File: config.mk
export PLATFORM = sky130hd
export DESIGN_NAME = seq_divider
export DESIGN_NICKNAME = d
export VERILOG_FILES = /design/src/rtl/seq_divider.sv
export SDC_FILE = /design/constraint.sdc
export NUM_CORES = 1
export LEC_CHECK = 0
export CORE_MARGIN = 4
export CORE_UTILIZATION = 56
export DETAILED_ROUTE_END_ITERATION = 8
export PLACE_DENSITY = 0.85
export SLEW_MARGIN = 30
export SYNTH_ARGS = -nofsm -noshare
export SYNTH_HDL_FRONTEND = slang
export SYNTH_SLANG_ARGS = --single-unit
File: constraint.sdc
create_clock -name clk -period 3 [get_ports clk]
set_input_delay 0.6 -clock clk [delete_from_list [all_inputs] [get_ports clk]]
set_output_delay 0.6 -clock clk [all_outputs]
set_load 0.005 [all_outputs]
File: src/rtl/seq_divider.sv
// Sequential restoring divider: DW-bit unsigned dividend by VW-bit unsigned divisor,
// one quotient bit per clock, with start/done handshake and divide-by-zero flag.
module seq_divider #(
    parameter int DW = 8,
    parameter int VW = 4
) (
    input  logic          clk,
    input  logic          rst_n,
    input  logic          start,
    input  logic [DW-1:0] dividend,
    input  logic [VW-1:0] divisor,
    output logic          busy,
    output logic          done,
    output logic [DW-1:0] quotient,
    output logic [VW-1:0] remainder,
    output logic          dbz
);

    localparam int CW = $clog2(DW + 1);

    typedef enum logic [1:0] {IDLE, RUN, DONE} state_t;

    state_t        state;
    state_t        state_next;
    logic [CW-1:0] count;
    logic [VW-1:0] dvs;
    logic [VW-1:0] rem;
    logic [DW-1:0] work;
    logic [VW:0]   trial;
    logic          fits;
    logic [VW-1:0] rem_next;
    logic [DW-1:0] work_next;
    logic          last;
    logic          accept;
    logic          zero_div;

    // After each restore the remainder is below the divisor, so only the trial needs VW+1 bits.
    always_comb begin
        trial     = {rem, work[DW-1]};
        fits      = (trial >= {1'b0, dvs});
        rem_next  = fits ? VW'(trial - {1'b0, dvs}) : trial[VW-1:0];
        work_next = {work[DW-2:0], fits};
    end

    assign last     = (count == CW'(DW - 1));
    assign accept   = (state == IDLE) && start;
    assign zero_div = (divisor == '0);
    assign busy     = (state != IDLE);
    assign done     = (state == DONE);

    always_ff @(posedge clk or negedge rst_n) begin
        if (!rst_n) begin
            state <= IDLE;
        end else begin
            state <= state_next;
        end
    end

    always_comb begin
        state_next = state;
        case (state)
            IDLE: begin
                if (start) begin
                    state_next = zero_div ? DONE : RUN;
                end
            end
            RUN: begin
                if (last) begin
                    state_next = DONE;
                end
            end
            DONE:    state_next = IDLE;
            default: state_next = IDLE;
        endcase
    end

    always_ff @(posedge clk or negedge rst_n) begin
        if (!rst_n) begin
            count     <= '0;
            dvs       <= '0;
            rem       <= '0;
            work      <= '0;
            quotient  <= '0;
            remainder <= '0;
            dbz       <= 1'b0;
        end else if (accept) begin
            count <= '0;
            dvs   <= divisor;
            rem   <= '0;
            work  <= dividend;
            if (zero_div) begin
                quotient  <= '1;
                remainder <= '0;
                dbz       <= 1'b1;
            end
        end else if (state == RUN) begin
            count <= count + CW'(1);
            rem   <= rem_next;
            work  <= work_next;
            if (last) begin
                quotient  <= work_next;
                remainder <= rem_next;
                dbz       <= 1'b0;
            end
        end
    end

endmodule
== Yosys cells after proc, flatten, opt, wreduce, memory -nomap -nowiden ==
Index checks and enable logic that the tools add are counted.
Widths: inputs -> output; s select.

* Flip-flop bits (word level): 35
* Logic and storage cells: 48

* Reductions and logical operators: 8
* $add $sub $neg: 2
* Equal/unequal tests: 6
* Multiplexer cells: 23
* Magnitude comparators: 1

{| class="wikitable"
|+ Operator list
! kind !! number
|-
| $mux 8 || 6
|-
| $mux 4 || 9
|-
| $mux 2 || 3
|-
| $reduce_bool 2->1 || 3
|-
| $ge 5x4->1 || 1
|-
| $add 4x1->4 const B || 1
|-
| $eq 4x3->1 const B || 1
|-
| $logic_not 4->1 || 1
|-
| $mux 1 || 4
|-
| $ne 2x2->1 const B || 2
|-
| $pmux 2 s2 || 1
|-
| $sub 4x4->4 || 1
|-
| $reduce_and 3->1 || 1
|-
| $eq 2x1->1 const B || 1
|-
| $eq 2x2->1 const B || 1
|-
| $logic_not 2->1 || 1
|-
| $ne 2x1->1 const B || 1
|-
| $reduce_and 2->1 || 1
|-
| $logic_and 1x1->1 || 1
|}

== Logic depth before layout (Yosys ltp) ==
Gate-level depths: netlist of the first run.

* Word-level depth: 5
* Gate-level depth with buffers: 7
* Gate-level depth less buffers: 6

== Worst setup path before layout of the first run ==
Ideal clock, no wire load.

* Path kind: reg-to-reg
* Start point: register work[7]
* End point: register rem[2]
* Setup slack: 1469 ps
* Setup time: 86 ps
* Required time: 2914 ps
* Clock period less this slack: 1531 ps
* Arrival time: 1445 ps
* Stages on the path, launching flop included: 7
* Path through: dfrtp_1 > inv_1 > ha_1 > fa_1 > xor2_1 > and4_1 > nor3_1

* Longest elaborated chain between the ends: 4
* Elaborated cells between the ends (all ways): 5
* Classes of those cells: add/sub: 1; order compare: 1; mux: 3

{| class="wikitable"
|+ Ends and longest elaborated chain
! what !! RTL line !! source
|-
| from (decl) || 28 || <nowiki>logic [DW-1:0] work;</nowiki>
|-
| from (signal assigned) || 90 || <nowiki>work <= dividend;</nowiki>
|-
| from (signal assigned) || 99 || <nowiki>work <= work_next;</nowiki>
|-
| $sub 4x4->4 or $ge 5x4->1 (tied branches) || 41, 40 ||
|-
| $mux 4 * || 41 || <nowiki>rem_next = fits ? VW'(trial - {1'b0, dvs}) : trial[VW-1:0];</nowiki>
|-
| $mux 4 * || 96 || <nowiki>end else if (state == RUN) begin</nowiki>
|-
| $mux 4 * || 86 || <nowiki>end else if (accept) begin</nowiki>
|-
| to (signal assigned) || 98 || <nowiki>rem <= rem_next;</nowiki>
|-
| to (decl) || 27 || <nowiki>logic [VW-1:0] rem;</nowiki>
|}

Every way passes the cells marked *; elsewhere a longest branch is shown, timed or not. The select of a mux whose other input is x is not followed.
A chain may end at the register's enable or synchronous reset.

== Worst setup path after layout of the first run ==
* Start point: register state[1]
* End point: output done

* Longest elaborated chain between the ends: 1

{| class="wikitable"
|+ Ends and longest elaborated chain
! what !! RTL line !! source
|-
| from (decl) || 23 || <nowiki>state_t state;</nowiki>
|-
| from (signal assigned) || 55 || <nowiki>state <= state_next;</nowiki>
|-
| $eq 2x2->1 || 49 || <nowiki>assign done = (state == DONE);</nowiki>
|-
| to (decl) || 13 || <nowiki>output logic done,</nowiki>
|}

Every way passes these cells.

==> results by group, run 1 <==
Routing
  • Iteration-0 DRC Markers: 58
  • First drt pass iteration count: 4
  • Vias: 1396
  • DRT antenna net count: 0
  • DRC: 0
  • Mean routed wirelength per cell: 15.1 um
  • DR vias/cell: 5.58
  • Detailed-route wire length: 3.79 mm

Timing
  • Slew HR: 52.5%
  • TNS Setup: 0 ps
  • Final Max Tran Viols: 0
  • Worst Clk Skew: 5.73 ps
  • Least-Margin Pin Slew: 711 ps
  • Unrepaired setup endpoints after global routing: no
  • Final Setup Violations: 0
  • Achievable Freq: 0.478 GHz
  • Tcrit/Tclk final: 69.8%
  • Tmin final: 2090 ps
  • Final Hold Vio Count: 0

Power and ir drop
  • P_sw: 1.00 mW
  • Pint: 1.40 mW
  • Flop pwr share: 36.9%
  • Pleak: 0.938 nW
  • Combinational Power Share: 53.0%
  • VDD IR max: 561 uV
  • Clk pwr share: 10.1%
  • P per Cell Area: 1140 mW/mm^2
  • Switching part of the total power: 41.8%
  • Pwr Total: 2.40 mW

Yosys
  • Simple-gate share of the synthesized area: 19.2%
  • Compound-Gate Fraction of Synth Area: 19.7%
  • Sequential fraction of the synthesis area: 49.7%
  • Synth Cell Area: 0.00176 mm^2
  • Synth Area in XOR/XNOR: 0.497%
  • Multiplexer share of the synthesized area: 0%
  • Largest area contributor in the netlist: dfrtp_1
  • Synth Area in Adders: 4.68%
  • Largest family of logic cells by synthesized area: compound AO/OA/AOI/OAI gates
  • Syn_area_per_cell: 9.96 um^2
  • Synth Flop Type: dfrtp_1
  • Syn nets: 198
  • Synth Warn #: 0
  • Commonest cells post-synth: 35 x dfrtp_1, 31 x nand2_1, 13 x o21ai_0
  • FF+latch count, synth: 35
  • Yosys top cell area share: 49.7%
  • Count leader, synth: dfrtp_1
  • Post-synth EDFFs: 0
  • Synth cell types: 40
  • Top post-synthesis cells by area: dfrtp_1 50%, nand2_1 6.6%, o21ai_0 3.7%, ha_1 3.5%, o22a_1 3.5%
  • Post-Syn Instances: 177
  • FFs w/ async S/R, synth: 100%

CTS
  • Worst-path clk slew: 100 ps
  • Num CTS Buffers: 5
  • Post-CTS Hold Fix Bufs: 0
  • H-tree depth: 2
  • Post-CTS Repair Setup Buffers: 0
  • Skew-Pair Late Insertion Delay: 340 ps
  • CTS tree: built
  • Clock Sinks: 35
  • CTS root buf: clkbuf_4
  • Clock tree buffer depth: 2
  • Post-CTS sizing: 0

Run status
  • Status: finished, final reports clean

Setup path
  • Crit path required time: 2400 ps
  • Reg2Reg Setup Slack: 1190 ps
  • CP max FO: 5
  • Startpoint Class: flop
  • Crit path max-delay family: buffers and inverters
  • Slowest CP cell: clkdlybuf4s50_1
  • Max stage delay on crit path: 500 ps
  • Crit-path cells: and2b_1 > clkdlybuf4s50_1
  • CP Buf/Inv Count: 1
  • Crit path kind: reg2out
  • Endpoint class of the critical path: primary output
  • WP data arrival: 1490 ps

Place
  • # port buffers: 29
  • Final HPWL from detailed placement: 2.71 mm
  • Placed insts: 242
  • Global placement routability congestion: 0.846

Floorplan
  • Die height: 64.1 um
  • Die width: 64.1 um
  • Row count: 20
  • Initial Util: 58.2%
  • Ports: 30
  • Area of the core: 0.00303 mm^2
  • Full die area: 0.00411 mm^2

Global routing
  • Met3 usage: 5.27%
  • Largest net degree at the start of global routing: 36
  • Total global routing overflow: 0
  • Initial antenna violation count: 0
  • Vias in the first global route: 1422
  • First-pass GRT wire length: 6.50 mm
  • Gr usage total: 20.3%
  • Met1 Use GR: 25.3%
  • Met2 Use GR: 34.7%
  • Most Crowded Layer GR: met2

Cells and area
  • Post-Layout Cell Count: 250
  • Area grow syn2layout: 19.2%
  • Ratio of cells with drive above 1 in the final layout: 10.2%
  • N_diodes: 0
  • Final #Nets: 226
  • Post-Route Utilization: 69.4%
  • Fill count: 228

Min path
  • Hold Crit Class: reg2reg

Flow run
  • Max-cap violation count: 0
==> layout make-up <==
type	instances	area (um^2)	share of cell area (%)
tap	44	55.1	2.62
timing repair buffer	31	305	14.5
clock buffer	7	45.0	2.14
sequential	35	876	41.7
clock inverter	1	5.00	0.238
multi-input combinational	122	776	36.9
inverter	10	40.0	1.90
==> stage by stage <==
stage          setup slack, ps  hold slack [ps]  cell area (um^2)
3_5_place_dp               897              467              2050
2_1_floorplan             1470              304              1760
4_1_cts                    887              491              2100
6_report                   907              485              2100
3_3_place_gp               962              465              2050
5_1_grt                    857              526              2100
==> state kept, by name, summed over array words and instances (netlist names) <==
register / cells
dvs: 4
count: 4
work: 8
remainder: 4
dbz: 1
state: 2
rem: 4
quotient: 8
==> power groups by stage <==
stage               logic (mW)  clock network [mW]  registers (mW)
floorplan                0.927                   0           0.859
CTS                       1.28               0.252           0.884
detailed placement        1.28                   0           0.893
global placement          1.22                   0           0.882
finish                    1.27               0.244           0.887
global route              1.43               0.273           0.917
==> path summary, 6_finish.rpt <==
path,startpoint,to,cells after the start
max in group asynchronous,rst_n,dbz$_DFFE_PN0P_,2
min in group asynchronous,rst_n,rem[3]$_DFFE_PN0P_,2
max reg2reg,work[7]$_DFFE_PN0P_,remainder[0]$_DFFE_PN0P_,6
max,state[1]$_DFFE_PN0P_,done,2
min,remainder[1]$_DFFE_PN0P_,remainder[1]$_DFFE_PN0P_,2
min reg2reg,remainder[1]$_DFFE_PN0P_,remainder[1]$_DFFE_PN0P_,2
==> worst reg2reg max path: stages, from the launching register on <==
cell	delay (ps)
dfrtp_1	380
inv_1	70
ha_1	330
nor2b_1	70
o211ai_2	460
a21oi_1	150
o31ai_1	260
==> kinds of logic (layout without fill, tap and decap cells) <==
family,Yosys count,count (layout)
DFF,35,35
adders and majority gates,6,6
xor gates and xnor gates,1,1
buffers and inverters,20,49
and+or+nand+nor,66,66
AOI/OAI and AO/OA,49,49
==> placed cells by master, fill, tap and decap left out, drive strengths merged, types with 6 or more instances in the layout <==
| master | instances |
|---|---|
| nor2 | 11 |
| inv | 10 |
| o22a | 7 |
| clkdlybuf4s50 | 29 |
| a31oi | 6 |
| nand2 | 32 |
| clkbuf | 7 |
| dfrtp | 35 |
| a21oi | 9 |
| o21ai | 14 |
==> metal layers <==
layer	vias to the layer above	wire length, um	share of wire [%]
met2	28	1950	51
met1	685	1670	44
met5	-	0	0
met4	0	38	1.0
li1	681	-	-
met3	2	130	3.4
Note: power is estimated with default switching activity, not from simulation.
==> run 2, diff against run 1 <==
--- a/config.mk
+++ b/config.mk
@@ -6,9 +6,9 @@
 export NUM_CORES = 1
 export LEC_CHECK = 0
 export CORE_MARGIN = 4
-export CORE_UTILIZATION = 56
+export CORE_UTILIZATION = 52
 export DETAILED_ROUTE_END_ITERATION = 8
-export PLACE_DENSITY = 0.85
+export PLACE_DENSITY = 0.8
 export SLEW_MARGIN = 30
 export SYNTH_ARGS = -nofsm -noshare
 export SYNTH_HDL_FRONTEND = slang
==> constraint.sdc (replaced) <==
create_clock -name clk -period 2 [get_ports clk]
set_input_delay 0.4 -clock clk [delete_from_list [all_inputs] [get_ports clk]]
set_output_delay 0.4 -clock clk [all_outputs]
set_load 0.005 [all_outputs]
==> run 2 against run 1 <==
Effect of this change: worst hold slack worse by 35 ps; wire length hardly changed; via count is 1.8% higher; power is 59% higher; clock-buffer cell count is 1 lower.
==> results by group, run 2 (synthesized netlist as in run 1, its figures left out) <==
Run status
  • Status: finished, final reports clean (unchanged)

Cells and area
  • Area grow syn2layout: 22.6% (was 19.2%)
  • Ratio of cells with drive above 1 in the final layout: 12.4% (was 10.2%)
  • Most common cell after layout, fill and taps aside: dfrtp_1 (unchanged)
  • Largest regs: quotient: 8 flops, work: 8 flops (unchanged)
  • Post-Layout Cell Count: 253 (was 250)
  • Fill count: 269 (was 228)
  • N_diodes: 0 (unchanged)
  • Final #Nets: 229 (was 226)
  • Most frequent cells in the layout: 35 x dfrtp_1, 31 x nand2_1, 29 x clkdlybuf4s50_1 (unchanged)
  • Finished Cell Area: 0.00216 mm^2 (was 0.00210 mm^2)

Setup path
  • WP data arrival: 1480 ps (was 1490 ps)
  • RR Startpoint: rem[0]$_DFFE_PN0P_ (was work[7]$_DFFE_PN0P_)
  • Crit path required time: 1600 ps (was 2400 ps)
  • CP Launch Point: state[0]$_DFFE_PN0P_ (was state[1]$_DFFE_PN0P_)
  • Worst Setup EP: done (unchanged)
  • Endpoint class of the critical path: primary output (unchanged)
  • FF-to-FF End: remainder[0]$_DFFE_PN0P_ (unchanged)
  • Reg2Reg Setup Slack: 180 ps (was 1190 ps)
  • R2r worst-path depth: 5 (was 6)
  • Crit path kind: reg2out (unchanged)
  • Startpoint Class: flop (unchanged)
  • CP max FO: 5 (unchanged)

CTS
  • Clock tree buffer depth: 2 (unchanged)
  • Post-CTS Hold Fix Bufs: 0 (unchanged)
  • Worst-path clk slew: 110 ps (was 100 ps)
  • Num CTS Buffers: 5 (unchanged)
  • Skew-Pair Late Insertion Delay: 340 ps (about the same)
  • Clock Sinks: 35 (unchanged)
  • Post-CTS Repair Setup Buffers: 0 (unchanged)
  • Post-CTS sizing: 0 (unchanged)
  • H-tree depth: 2 (unchanged)
  • CTS tree: built (unchanged)
  • CTS root buf: clkbuf_4 (unchanged)

Floorplan
  • Die width: 66.2 um (was 64.1 um)
  • Initial Util: 55.9% (was 58.2%)
  • Row count: 20 (unchanged)
  • Die height: 66.2 um (was 64.1 um)
  • Area of the core: 0.00315 mm^2 (was 0.00303 mm^2)
  • Full die area: 0.00439 mm^2 (was 0.00411 mm^2)
  • Ports: 30 (unchanged)

Place
  • Final HPWL from detailed placement: 2.70 mm (was 2.71 mm)
  • Dpl cell area: 0.00207 mm^2 (was 0.00205 mm^2)
  • Global placement routability congestion: 0.824 (was 0.846)
  • # port buffers: 29 (unchanged)
  • Pre-CTS WS: 89.2 ps (was 897 ps)
  • Placed insts: 245 (was 242)

Global routing
  • Total global routing overflow: 0 (unchanged)
  • First-pass GRT wire length: 6.68 mm (was 6.50 mm)
  • Gr usage total: 20.2% (was 20.3%)
  • Vias in the first global route: 1491 (was 1422)
  • Largest net degree at the start of global routing: 36 (unchanged)
  • Initial antenna violation count: 0 (unchanged)

Routing
  • Vias: 1421 (was 1396)
  • DR vias/cell: 5.62 (was 5.58)
  • First drt pass iteration count: 4 (unchanged)
  • Mean routed wirelength per cell: 15.0 um (was 15.1 um)
  • Iteration-0 DRC Markers: 57 (was 58)
  • Detailed-route wire length: 3.79 mm (about the same)
  • DRC: 0 (unchanged)
  • DRT antenna net count: 0 (unchanged)

Timing
  • Post-route worst setup slack: 123 ps (was 907 ps)
  • Achievable Freq: 0.533 GHz
  • Slew HR: 54.7% (was 52.5%)
  • Unrepaired setup endpoints after global routing: no (unchanged)
  • Final Setup Violations: 0 (unchanged)
  • Worst hold slack: 450 ps (was 485 ps)
  • Tmin final: 1880 ps
  • Tcrit/Tclk final: 93.8%
  • Worst Clk Skew: 12.5 ps (was 5.73 ps)
  • TNS Setup: 0 ps (unchanged)
  • Final Max Tran Viols: 0 (unchanged)
  • Final Hold Vio Count: 0 (unchanged)
  • Least-Margin Pin Slew: 679 ps (was 711 ps)

Power and ir drop
  • Pleak: 0.970 nW (was 0.938 nW)
  • VDD IR max: 833 uV (was 561 uV)
  • P per Cell Area: 1770 mW/mm^2 (was 1140 mW/mm^2)

Min path
  • Hold Crit Class: in2async (was reg2reg)

Flow run
  • Max-cap violation count: 0 (unchanged)
[run 2: changes by cell type in the layout (fill, tap and decap cells not counted)]
cell	change
buf_4	+3
bufinv_16	+1
clkbuf_1	-2
clkbuf_8	+1
[run 2: worst max-delay path, stage by stage (launching register included)]
cell	delay [ps]
dfrtp_1	430
and2b_1	200
clkdlybuf4s50_1	510
[run 2: final cells by class]
class,instances,area [um^2],share of cell area (%)
Multi-Input combinational cell,122,776,35.9
Inverter,10,40.0,1.85
Clock buffer,6,51.3,2.37
Clock inverter,2,35.0,1.62
Timing Repair Buffer,34,328,15.2
Sequential cell,35,876,40.5
Tap cell,44,55.1,2.55
[run 2: per-stage QoR]
step | power, mW | util, %
6_report | 3.82 | 68.5
3_5_place_dp | 3.28 | 65.8
2_1_floorplan | 2.68 | -
4_1_cts | 3.83 | 68.5
5_1_grt | 4.16 | 68.5
3_3_place_gp | 3.19 | 65.8
[run 2: worst min-delay path by stage]
stage          cells past startpoint                        to  slack (ps)               start
6_report                           2  remainder[2]$_DFFE_PN0P_         450               rst_n
4_1_cts                            2  remainder[2]$_DFFE_PN0P_         460               rst_n
5_1_grt                            2  remainder[2]$_DFFE_PN0P_         490               rst_n
2_1_floorplan                      0      count[0]$_DFFE_PN0P_         100               rst_n
3_5_place_dp                       2        dvs[0]$_DFFE_PN0P_         480  dvs[0]$_DFFE_PN0P_
3_3_place_gp                       2           dbz$_DFFE_PN0P_         470     dbz$_DFFE_PN0P_
[run 2: metal layers]
metal,share of wire (%),global-route usage [%],vias to the layer above
li1,-,-,688
met1,43,23.9,692
met2,51,33.8,30
met3,4.2,6.29,11
met4,1.8,7.87,0
met5,0,0,-
[run 2: power breakdown]
| group | internal (mW) | total (mW) | leakage (nW) | switching (mW) |
|---|---|---|---|---|
| registers | 1.07 | 1.33 | 0.413 | 0.261 |
| clock network | 0.295 | 0.533 | 0.0482 | 0.238 |
| logic | 0.919 | 1.96 | 0.509 | 1.04 |
| total | 2.28 | 3.82 | 0.970 | 1.54 |
==> run 3, diff against run 2 <==
--- a/config.mk
+++ b/config.mk
@@ -5,10 +5,13 @@
 export SDC_FILE = /design/constraint.sdc
 export NUM_CORES = 1
 export LEC_CHECK = 0
+export CELL_PAD_IN_SITES_DETAIL_PLACEMENT = 1
+export CELL_PAD_IN_SITES_GLOBAL_PLACEMENT = 2
 export CORE_MARGIN = 4
-export CORE_UTILIZATION = 52
+export CORE_UTILIZATION = 33
 export DETAILED_ROUTE_END_ITERATION = 8
-export PLACE_DENSITY = 0.8
+export GPL_ROUTABILITY_DRIVEN = 1
+export PLACE_DENSITY = 0.88
 export SLEW_MARGIN = 30
 export SYNTH_ARGS = -nofsm -noshare
 export SYNTH_HDL_FRONTEND = slang
==> run 3 against run 2 <==
Effect of this change: wire length increased by 15%; sequential power about the same; sequential share of layout area fell by 1.8 points; first-iteration DRC count rose by 11%; largest cell class unchanged; register-to-register slack improved by 90 ps; critical path depth is the same; critical path type unchanged; highest routed layer unchanged; core utilization is 25 points lower; worst hold slack better by 33 ps.
==> results by group, run 3 (synthesized netlist as in run 1, its figures left out) <==
Setup path
  • Crit path required time: 1600 ps (about the same)
  • Crit-path cells: and2b_1 > clkdlybuf4s50_1 (unchanged)
  • Endpoint class of the critical path: primary output (unchanged)
  • Crit path kind: reg2out (unchanged)
  • Slowest CP cell: clkdlybuf4s50_1 (unchanged)
  • Startpoint Class: flop (unchanged)
  • CP max FO: 5 (unchanged)
  • Max stage delay on crit path: 500 ps (was 510 ps)
  • RR Startpoint: work[7]$_DFFE_PN0P_ (was rem[0]$_DFFE_PN0P_)
  • WP data arrival: 1440 ps (was 1480 ps)
  • CP Launch Point: state[0]$_DFFE_PN0P_ (unchanged)

Cells and area
  • Post-Layout Cell Count: 281 (was 253)
  • Ratio of cells with drive above 1 in the final layout: 13.3% (was 12.4%)
  • Most frequent cells in the layout: 35 x dfrtp_1, 31 x nand2_1, 29 x clkdlybuf4s50_1 (unchanged)
  • Final #Nets: 231 (was 229)
  • Finished Cell Area: 0.00226 mm^2 (was 0.00216 mm^2)
  • Area grow syn2layout: 28.1% (was 22.6%)
  • Largest regs: quotient: 8 flops, work: 8 flops (unchanged)
  • N_diodes: 0 (unchanged)
  • Most common cell after layout, fill and taps aside: dfrtp_1 (unchanged)

Timing
  • Worst Clk Skew: 2.53 ps (was 12.5 ps)
  • Unrepaired setup endpoints after global routing: no (unchanged)
  • Final Max Tran Viols: 0 (unchanged)
  • Achievable Freq: 0.544 GHz (was 0.533 GHz)
  • Tcrit/Tclk final: 91.9% (was 93.8%)
  • TNS Setup: 0 ps (unchanged)
  • Final Setup Violations: 0 (unchanged)
  • Final Hold Vio Count: 0 (unchanged)
  • Least-Margin Pin Slew: 683 ps (was 679 ps)
  • Post-route worst setup slack: 162 ps (was 123 ps)
  • Slew HR: 54.5% (was 54.7%)
  • Tmin final: 1840 ps (was 1880 ps)

CTS
  • Skew-Pair Late Insertion Delay: 290 ps (was 340 ps)
  • Num CTS Buffers: 5 (unchanged)
  • H-tree depth: 2 (unchanged)
  • Clock Sinks: 35 (unchanged)
  • Clock tree buffer depth: 2 (unchanged)
  • Post-CTS sizing: 0 (unchanged)
  • CTS tree: built (unchanged)
  • Post-CTS Repair Setup Buffers: 0 (unchanged)
  • CTS root buf: clkbuf_8 (was clkbuf_4)
  • Worst-path clk slew: 70 ps (was 110 ps)
  • Post-CTS Hold Fix Bufs: 0 (unchanged)

Routing
  • DRC: 0 (unchanged)
  • Mean routed wirelength per cell: 15.5 um (was 15.0 um)
  • Detailed-route wire length: 4.36 mm (was 3.79 mm)
  • DRT antenna net count: 0 (unchanged)
  • Iteration-0 DRC Markers: 63 (was 57)
  • Vias: 1399 (was 1421)
  • DR vias/cell: 4.98 (was 5.62)
  • First drt pass iteration count: 4 (unchanged)

Flow run
  • Max-cap violation count: 0 (unchanged)

Global routing
  • Gr usage total: 15.6% (was 20.2%)
  • Total global routing overflow: 0 (unchanged)
  • Vias in the first global route: 1505 (was 1491)
  • Largest net degree at the start of global routing: 36 (unchanged)
  • Initial antenna violation count: 0 (unchanged)
  • First-pass GRT wire length: 7.71 mm (was 6.68 mm)

Place
  • Pre-CTS WS: 170 ps (was 89.2 ps)
  • Global placement routability congestion: 0.706 (was 0.824)
  • Placed insts: 273 (was 245)
  • Dpl cell area: 0.00212 mm^2 (was 0.00207 mm^2)
  • # port buffers: 29 (unchanged)
  • Final HPWL from detailed placement: 3.06 mm (was 2.70 mm)

Floorplan
  • Area of the core: 0.00514 mm^2 (was 0.00315 mm^2)
  • Full die area: 0.00658 mm^2 (was 0.00439 mm^2)
  • Row count: 26 (was 20)
  • Die width: 81.1 um (was 66.2 um)
  • Initial Util: 34.3% (was 55.9%)
  • Ports: 30 (unchanged)
  • Die height: 81.1 um (was 66.2 um)

Min path
  • Hold_sp: dbz$_DFFE_PN0P_
  • Hold Crit Class: reg2reg (was in2async)

Power and ir drop
  • P per Cell Area: 1820 mW/mm^2 (was 1770 mW/mm^2)
  • Pwr Total: 4.11 mW (was 3.82 mW)
  • Pleak: 0.996 nW (was 0.970 nW)
  • VDD IR max: 667 uV (was 833 uV)

Run status
  • Status: finished, final reports clean (unchanged)
[run 3: cell types whose count changed in the layout (fill, tap and decap cells not counted)]
cell and change:
clkbuf_4 -5, clkbuf_8 +4, buf_4 +2, bufinv_16 +1, clkinv_2 -1, clkinvlp_4 +1
[run 3: path summary, 6_finish.rpt]
check,depth (start not counted),end,slack [ps]
worst max-delay path,2,done,160
worst min-delay path,2,dbz$_DFFE_PN0P_,480
worst max register to register,7,rem[0]$_DFFE_PN0P_,270
worst min register to register,2,dbz$_DFFE_PN0P_,480
max in group asynchronous,2,rem[0]$_DFFE_PN0P_,1160
min in group asynchronous,2,count[3]$_DFFE_PN0P_,520
[run 3: final cells by class]
class	instances	area [um^2]
fill	608	2880
clock inverter	3	67.6
inverter	10	40.0
multi-input combinational	122	776
clock buffer	5	68.8
sequential	35	876
timing repair buffer	36	343
tap	70	87.6
[run 3: report_power, final]
| group | internal, mW | total [mW] | switching [mW] |
|---|---|---|---|
| registers | 1.07 | 1.34 | 0.268 |
| logic | 0.951 | 2.00 | 1.05 |
| clock network | 0.497 | 0.777 | 0.279 |
[run 3: worst max-delay path: cells and delay by family (launching register included)]
| kind | cells | cell delay (ps) |
|---|---|---|
| and+or+nand+nor | 1 | 210 |
| DFF | 1 | 430 |
| buffers and inverters | 1 | 500 |
[run 3: metrics by stage]
| stage | util, % | hold WS [ps] |
|---|---|---|
| 2_1_floorplan | - | 104 |
| 3_3_place_gp | 41.3 | 470 |
| 3_5_place_dp | 41.3 | 474 |
| 4_1_cts | 43.9 | 491 |
| 5_1_grt | 43.9 | 518 |
| 6_report | 43.9 | 483 |
[run 3: metal layers]
layer  routed length, um  track usage (%)  vias to the layer above
li1                    -                -                      682
met3                 166             3.44                        5
met4                  70             5.57                        0
met1                1970             20.2                      685
met2                2160             25.4                       27
met5                   0                0                        -
